### src/rtl/morse_key_decoder.sv
// Morse key receiver: synchronises and debounces a raw key, times presses as dot/dash,
// and emits the assembled (length, pattern) character after an inter-character gap.
module morse_key_decoder #(
  parameter int unsigned DEBOUNCE_TICKS = 10,
  parameter int unsigned DASH_TICKS     = 150,
  parameter int unsigned GAP_TICKS      = 300,
  parameter int unsigned CNT_W          = 10
) (
  input  logic       clk,
  input  logic       rst_n,
  input  logic       tick,
  input  logic       key_in,
  output logic [2:0] morse_len,
  output logic [4:0] morse_pattern,
  output logic       char_valid,
  output logic       char_err,
  output logic       busy,
  output logic       key_db
);

  localparam logic [CNT_W-1:0] DbLast  = CNT_W'(DEBOUNCE_TICKS - 1);
  localparam logic [CNT_W-1:0] DashThr = CNT_W'(DASH_TICKS);
  localparam logic [CNT_W-1:0] GapThr  = CNT_W'(GAP_TICKS);
  localparam logic [2:0]       MaxElem = 3'd5;

  typedef enum logic [1:0] {StIdle, StPress, StGap, StEmit} state_e;

  state_e           state_q, state_d;
  logic             sync1_q, sync2_q;
  logic             key_db_q, key_db_d;
  logic             db_prev_q;
  logic [CNT_W-1:0] db_cnt_q, db_cnt_d;
  logic [CNT_W-1:0] dur_cnt_q, dur_cnt_d;
  logic [CNT_W-1:0] dur_inc;
  logic [2:0]       count_q, count_d;
  logic [4:0]       shift_q, shift_d;
  logic             ovf_q, ovf_d;
  logic [2:0]       len_q, len_d;
  logic [4:0]       pattern_q, pattern_d;
  logic             err_q, err_d;
  logic             valid_q, valid_d;
  logic             busy_q, busy_d;
  logic             rise, fall;

  assign rise    = key_db_q & ~db_prev_q;
  assign fall    = ~key_db_q & db_prev_q;
  assign dur_inc = (dur_cnt_q == '1) ? dur_cnt_q : dur_cnt_q + 1'b1;

  // Debounce: count ticks while the synchronised level disagrees with key_db.
  always_comb begin
    db_cnt_d = db_cnt_q;
    key_db_d = key_db_q;
    if (sync2_q == key_db_q) begin
      db_cnt_d = '0;
    end else if (tick) begin
      if (db_cnt_q == DbLast) begin
        key_db_d = ~key_db_q;
        db_cnt_d = '0;
      end else begin
        db_cnt_d = db_cnt_q + 1'b1;
      end
    end
  end

  always_comb begin
    state_d   = state_q;
    dur_cnt_d = dur_cnt_q;
    count_d   = count_q;
    shift_d   = shift_q;
    ovf_d     = ovf_q;
    case (state_q)
      StIdle: begin
        dur_cnt_d = '0;
        count_d   = '0;
        shift_d   = '0;
        ovf_d     = 1'b0;
        if (rise) state_d = StPress;
      end
      StPress: begin
        if (fall) begin
          if (count_q < MaxElem) begin
            shift_d = {shift_q[3:0], (dur_cnt_q >= DashThr)};
            count_d = count_q + 3'd1;
          end else begin
            ovf_d = 1'b1;
          end
          dur_cnt_d = '0;
          state_d   = StGap;
        end else if (tick) begin
          dur_cnt_d = dur_inc;
        end
      end
      StGap: begin
        // A new press on the threshold cycle still belongs to this character.
        if (rise) begin
          dur_cnt_d = '0;
          state_d   = StPress;
        end else if (dur_cnt_q == GapThr) begin
          state_d = StEmit;
        end else if (tick) begin
          dur_cnt_d = dur_inc;
        end
      end
      StEmit: begin
        ovf_d   = 1'b0;
        state_d = StIdle;
      end
      default: state_d = StIdle;
    endcase
  end

  // Outputs are registered against the next state so they line up with EMIT.
  always_comb begin
    len_d     = len_q;
    pattern_d = pattern_q;
    err_d     = err_q;
    valid_d   = (state_d == StEmit);
    busy_d    = (state_d == StPress) || (state_d == StGap);
    if (state_d == StEmit) begin
      len_d     = ovf_q ? 3'd0 : count_q;
      pattern_d = ovf_q ? 5'd0 : shift_q;
      err_d     = ovf_q;
    end
  end

  always_ff @(posedge clk or negedge rst_n) begin
    if (!rst_n) begin
      state_q   <= StIdle;
      sync1_q   <= 1'b0;
      sync2_q   <= 1'b0;
      key_db_q  <= 1'b0;
      db_prev_q <= 1'b0;
      db_cnt_q  <= '0;
      dur_cnt_q <= '0;
      count_q   <= '0;
      shift_q   <= '0;
      ovf_q     <= 1'b0;
      len_q     <= '0;
      pattern_q <= '0;
      err_q     <= 1'b0;
      valid_q   <= 1'b0;
      busy_q    <= 1'b0;
    end else begin
      state_q   <= state_d;
      sync1_q   <= key_in;
      sync2_q   <= sync1_q;
      key_db_q  <= key_db_d;
      db_prev_q <= key_db_q;
      db_cnt_q  <= db_cnt_d;
      dur_cnt_q <= dur_cnt_d;
      count_q   <= count_d;
      shift_q   <= shift_d;
      ovf_q     <= ovf_d;
      len_q     <= len_d;
      pattern_q <= pattern_d;
      err_q     <= err_d;
      valid_q   <= valid_d;
      busy_q    <= busy_d;
    end
  end

  assign morse_len     = len_q;
  assign morse_pattern = pattern_q;
  assign char_err      = err_q;
  assign char_valid    = valid_q;
  assign busy          = busy_q;
  assign key_db        = key_db_q;

endmodule

### config.mk
export PLATFORM = sky130hd
export DESIGN_NAME = morse_key_decoder
export DESIGN_NICKNAME = d
export VERILOG_FILES = /design/src/rtl/morse_key_decoder.sv
export SDC_FILE = /design/constraint.sdc
export NUM_CORES = 1
export LEC_CHECK = 0
export CAP_MARGIN = 25
export CORE_MARGIN = 2
export CORE_UTILIZATION = 30
export DETAILED_ROUTE_END_ITERATION = 8
export PLACE_DENSITY_LB_ADDON = 0.15
export SYNTH_ARGS = -nofsm -noshare
export SYNTH_HDL_FRONTEND = slang
export SYNTH_SLANG_ARGS = --single-unit
### constraint.sdc
create_clock -name clk -period 2.65 [get_ports clk]
set_input_delay 0.795 -clock clk [delete_from_list [all_inputs] [get_ports clk]]
set_output_delay 0.795 -clock clk [all_outputs]
set_load 0.01 [all_outputs]
# == Word-level counts from Yosys, hierarchy flattened ==
# Index checks and enable logic that the tools add are counted.
# classes
add_sub_neg,3
n_lt_le_gt_ge,2
n_eq_ne,14
muxes,25
bitwise_logic,5
n_reduce_logical,11
# op_table
cell,n
10-bit two-way mux,8
10-bit one-hot mux with 3 select lines,1
10-bit by 1-bit adder with 10-bit output (second input constant),2
5-bit two-way mux,3
10-bit equality test (second input constant),1
10-bit by 4-bit equality test with 1-bit output (second input constant),1
10-bit by 9-bit equality test with 1-bit output (second input constant),1
10-bit by 8-bit >= comparator with 1-bit output (second input constant),1
5-bit one-hot mux with 2 select lines,1
3-bit two-way mux,3
3-bit AND reduction,3
2-bit equality test (second input constant),4
2-bit two-way mux,4
2-bit one-hot mux with 4 select lines,1
2-bit inequality test (second input constant),3
3-bit one-hot mux with 2 select lines,1
2-bit nonzero test,3
2-bit by 1-bit equality test with 1-bit output (second input constant),2
3-bit by 1-bit adder with 3-bit output (second input constant),1
3-bit less-than comparator (second input constant),1
3-bit inequality test (second input constant),1
1-bit NOT,3
3-bit nonzero test,1
1-bit AND,2
7 further kinds,8
# totals
ff_bits,46
inputBits,4
output_inout_bits,12
elab_cells,75

# == Longest topological paths before layout ==
# depth
word_depth,6
ltp_mapped,12
ltp_nobuf,9

# == Worst setup path after synthesis ==
# Ideal clock, no wire load.
# synth_timing
kind,reg-to-reg
from,register dur_cnt_q[6]
to,register len_q[1] (netlist: morse_len[1])
setup_time_ns,0.134
t_arrival_ns,2.086
t_required_ns,2.516
slack_ns,0.430
stages_incl_launch_ff,10
n_path_buf,3
period_less_slack_ns,2.220
cell_sequence,dfrtp_1 buf_6 nor4b_2 nand3b_1 o311ai_1 nor2b_1 ha_1 clkbuf_1 clkbuf_1 o21ai_0
# synth_between
elab_chain_cells,5
# synth_lines
element,line,rtl
start: declaration,33,"logic [CNT_W-1:0] dur_cnt_q, dur_cnt_d;"
start signal: assignment,150,dur_cnt_q <= dur_cnt_d;
10-bit by 9-bit equality test with 1-bit output,98,end else if (dur_cnt_q == GapThr) begin
2-bit two-way mux,98,
2-bit two-way mux,95,if (rise) begin
2-bit one-hot mux with 4 select lines,71,case (state_q)
2-bit equality test,119,if (state_d == StEmit) begin
end signal: assignment,154,len_q <= len_d;
end: declaration,38,"logic [2:0] len_q, len_d;"
# No other way between the ends.
# A chain may end at the register's enable or synchronous reset.

# == Worst setup path after layout ==
# layout_timing
from,register dur_cnt_q[4]
to,register err_q (netlist: char_err)
# layout_between
elab_chain_cells,5
# layout_lines
element,line,rtl
10-bit by 9-bit equality test with 1-bit output,98,
2-bit two-way mux,98,
2-bit two-way mux,95,
2-bit one-hot mux with 4 select lines,71,
net state_d[1],28,"state_e state_q, state_d;"
2-bit equality test,119,
end signal: assignment,156,err_q <= err_d;
end: declaration,40,"logic err_q, err_d;"
# The timed path passes the listed nets, and every way through them passes these cells.

==> results.md <==
* Core area at 8134 um^2
* Multi-input gate area at 1217 um^2
* Post-CTS Repair Setup Buffers at 0
* Layout fillers at 836
* Post-synth EDFFs at 0
* FF-to-FF path depth at 7
* Top_reg_cell synth: dfrtp_1
* Root Driver: clkbuf_8
* Status: complete, no violations
* Synth cell types at 51
* Detailed Route Iter0 Violations at 95
* Worst setup SP type: flip-flop
* Post-cts sizing count at 0
* DIE HEIGHT at 95.26 um
* DR WL/cell at 13.31 um
* Slew Viols, Final at 0
* Setup violators final at 0
* Synthesis-stage register bit count at 46
* Synth Net Count at 280
* TNS Setup at 0 ns
* FF-to-FF Start: dur_cnt_q[4]$_DFFE_PN0P_
* # clock sinks at 46
* Hold-fix buffers, CTS at 0
* Antenna cells at 0
* Port Buf Inserts at 15
* R2r setup slk at 0.35 ns
* Max transition margin at 0.6081
* Final period util at 0.8663
* Cell Pwr Density at 497.5 nW/um^2
* Post-Layout Inst Area at 2883 um^2
* Fin worst setup slack at 0.3544 ns
* Worst VDD drop at 0.1792 mV
* DRT Pass-1 Iters at 4
* Setup Skew at 0.01133 ns
* Sequential area share after synthesis at 0.4607
* CTS tree: done
* Via count of the first global-routing pass at 1829
* Worst reg2reg path endpoint: char_err$_DFFE_PN0N_
* Syn Inst Count at 264
* Clock buffer count from CTS at 5
* DP HPWL at 3662 um
* Gr usage total at 0.1274
* Critical Path Sink Type: flip-flop
* DRC at 0
* Crit path required time at 2.86 ns
* Worst-Margin Slew at 0.5879 ns
* Final WL at 5206 um
* Die width at 95.26 um
* Pin count of the biggest net entering global routing at 47
* Leakage at 0.001252 uW
* Initial antenna violation count at 0
* Final hold violation count at 0
* Worst Hold Class: reg2reg
* Hold path depth at 0
* Clock latency on the worst-skew pair at 0.31 ns
* Crit path max fanout at 5
* Die footprint at 9074 um^2
* DP Area at 2788 um^2
* CTS max path bufs at 2
* CP endpoint: char_err$_DFFE_PN0N_
* Vias/cell at 4.939
* Post-Syn Area at 2499 um^2
* Initial Utilization at 0.3072
* Crit path kind: reg2reg
* Maxcap violations at 0
* Clock-pin slew of the registers on the worst-case setup and hold paths at 0.10 ns
* Synthesis Warnings at 0
* Antenna viol nets, final at 0
* First-pass GRT wire length at 9039 um
* FP Rows at 33
* Vias at 1931
* H-tree levels at 2
* FF/Latch Area at 1151 um^2
* Ports at 16
* Gpl congestion at 0.8012
* Fmax achieved at 435.6 MHz
* Pre-CTS setup slack at 0.1656 ns
* GR Overflow Total at 0
* Layout cells sized above 1 at 0.1084
* Critical Path Start: dur_cnt_q[4]$_DFFE_PN0P_
* Minimum period implied by the final worst setup slack at 2.296 ns
* Final hold slack at 0.3601 ns
* Unrepaired setup endpoints after global routing: no
* Area growth syn-to-layout at 15.37%
* Synth async-reset ratio at 1.000
* Syn avg cell area at 9.465 um^2
* Final-stage net count at 301
* Total Power at 1434 uW
* Worst EP arrival at 2.50 ns
## worst max-delay path, stage by stage (launching register included)
cell and delay [ns]:
dfrtp_1 0.46, nor4b_2 0.30, nand3b_1 0.20, nor3_1 0.30
nor2_1 0.10, a21oi_1 0.17, ha_1 0.29, mux2_2 0.36
## registers in the layout, indices dropped and copies added (netlist names), 2 cells and up
signal,flops
count_q,3
morse_pattern,5
dur_cnt_q,10
shift_q,5
state_q,2
db_cnt_q,10
morse_len,3
## cells in the mapped netlist (all sizes together), types with 3 or more instances
library cell | number | area share
and3 | 5 | 0.013
or4 | 3 | 0.0090
dfrtp | 46 | 0.46
or2 | 3 | 0.0075
nand3b | 9 | 0.027
nand3 | 18 | 0.036
mux2 | 3 | 0.014
nor2b | 4 | 0.010
a31oi | 7 | 0.018
buf | 4 | 0.013
nand2 | 28 | 0.042
nor2 | 13 | 0.021
nand2b | 7 | 0.018
o21ai | 19 | 0.038
ha | 12 | 0.060
o31ai | 3 | 0.015
inv | 20 | 0.030
clkbuf | 6 | 0.0095
a21oi | 14 | 0.028
nor3 | 5 | 0.010
## layout by cell type (no fill, tap or decap), types with 4 or more instances in the layout
master / count
dfrtp_1: 46
nand2b_1: 7
clkdlybuf4s50_1: 14
nor3_1: 5
and3_1: 5
clkbuf_8: 5
a31oi_1: 7
inv_1: 20
nor2_1: 12
nand3_1: 18
o21ai_0: 17
ha_1: 12
a21oi_1: 14
nand3b_1: 9
nor2b_1: 4
buf_4: 9
nand2_1: 28
## power by group
group / internal [uW] / total, uW / switching [uW]
Sequential: 727 / 752 / 25.2
Combinational: 76.8 / 204 / 127
Clock: 197 / 479 / 282
## worst min-delay path by stage
| stage | startpoint | slack (ns) | to |
|---|---|---|---|
| 2_1_floorplan | sync1_q$_DFF_PN0_ | 0.33 | sync2_q$_DFF_PN0_ |
| 4_1_cts | sync1_q$_DFF_PN0_ | 0.36 | sync2_q$_DFF_PN0_ |
| 3_5_place_dp | sync1_q$_DFF_PN0_ | 0.34 | sync2_q$_DFF_PN0_ |
| 3_3_place_gp | sync1_q$_DFF_PN0_ | 0.33 | sync2_q$_DFF_PN0_ |
| 6_report | sync1_q$_DFF_PN0_ | 0.36 | sync2_q$_DFF_PN0_ |
| 5_1_grt | sync1_q$_DFF_PN0_ | 0.37 | sync2_q$_DFF_PN0_ |
## logic make-up (layout without fill, tap and decap cells)
family,after synthesis,after routing,share of synthesized area
compound gates,63,63,0.1642
xor+xnor,4,4,0.01402
fa+ha+maj,12,12,0.06009
buf+inv,30,52,0.05207
flops,46,46,0.4607
mux,3,3,0.01352
simple gates,106,106,0.2354
## layer usage
layer,part of all wire,track usage,up-vias
met5,0,0,-
met4,0.0058,0.03382,0
met3,0.037,0.03241,2
met2,0.45,0.1931,35
met1,0.51,0.1804,911
li1,-,-,983
## layout make-up
type,instances,area share
timing repair buffer,24,0.07378
clock buffer,5,0.02387
inverter,20,0.02604
sequential,46,0.3993
multi-input combinational,188,0.4223
tap,105,0.04557
clock inverter,3,0.009115
## stage by stage
stage          instances    util
2_1_floorplan        264       -
3_3_place_gp         383  0.3427
3_5_place_dp         383  0.3427
4_1_cts              391  0.3544
5_1_grt              391  0.3544
6_report             391  0.3544
Power figures use the tool's default switching activity.
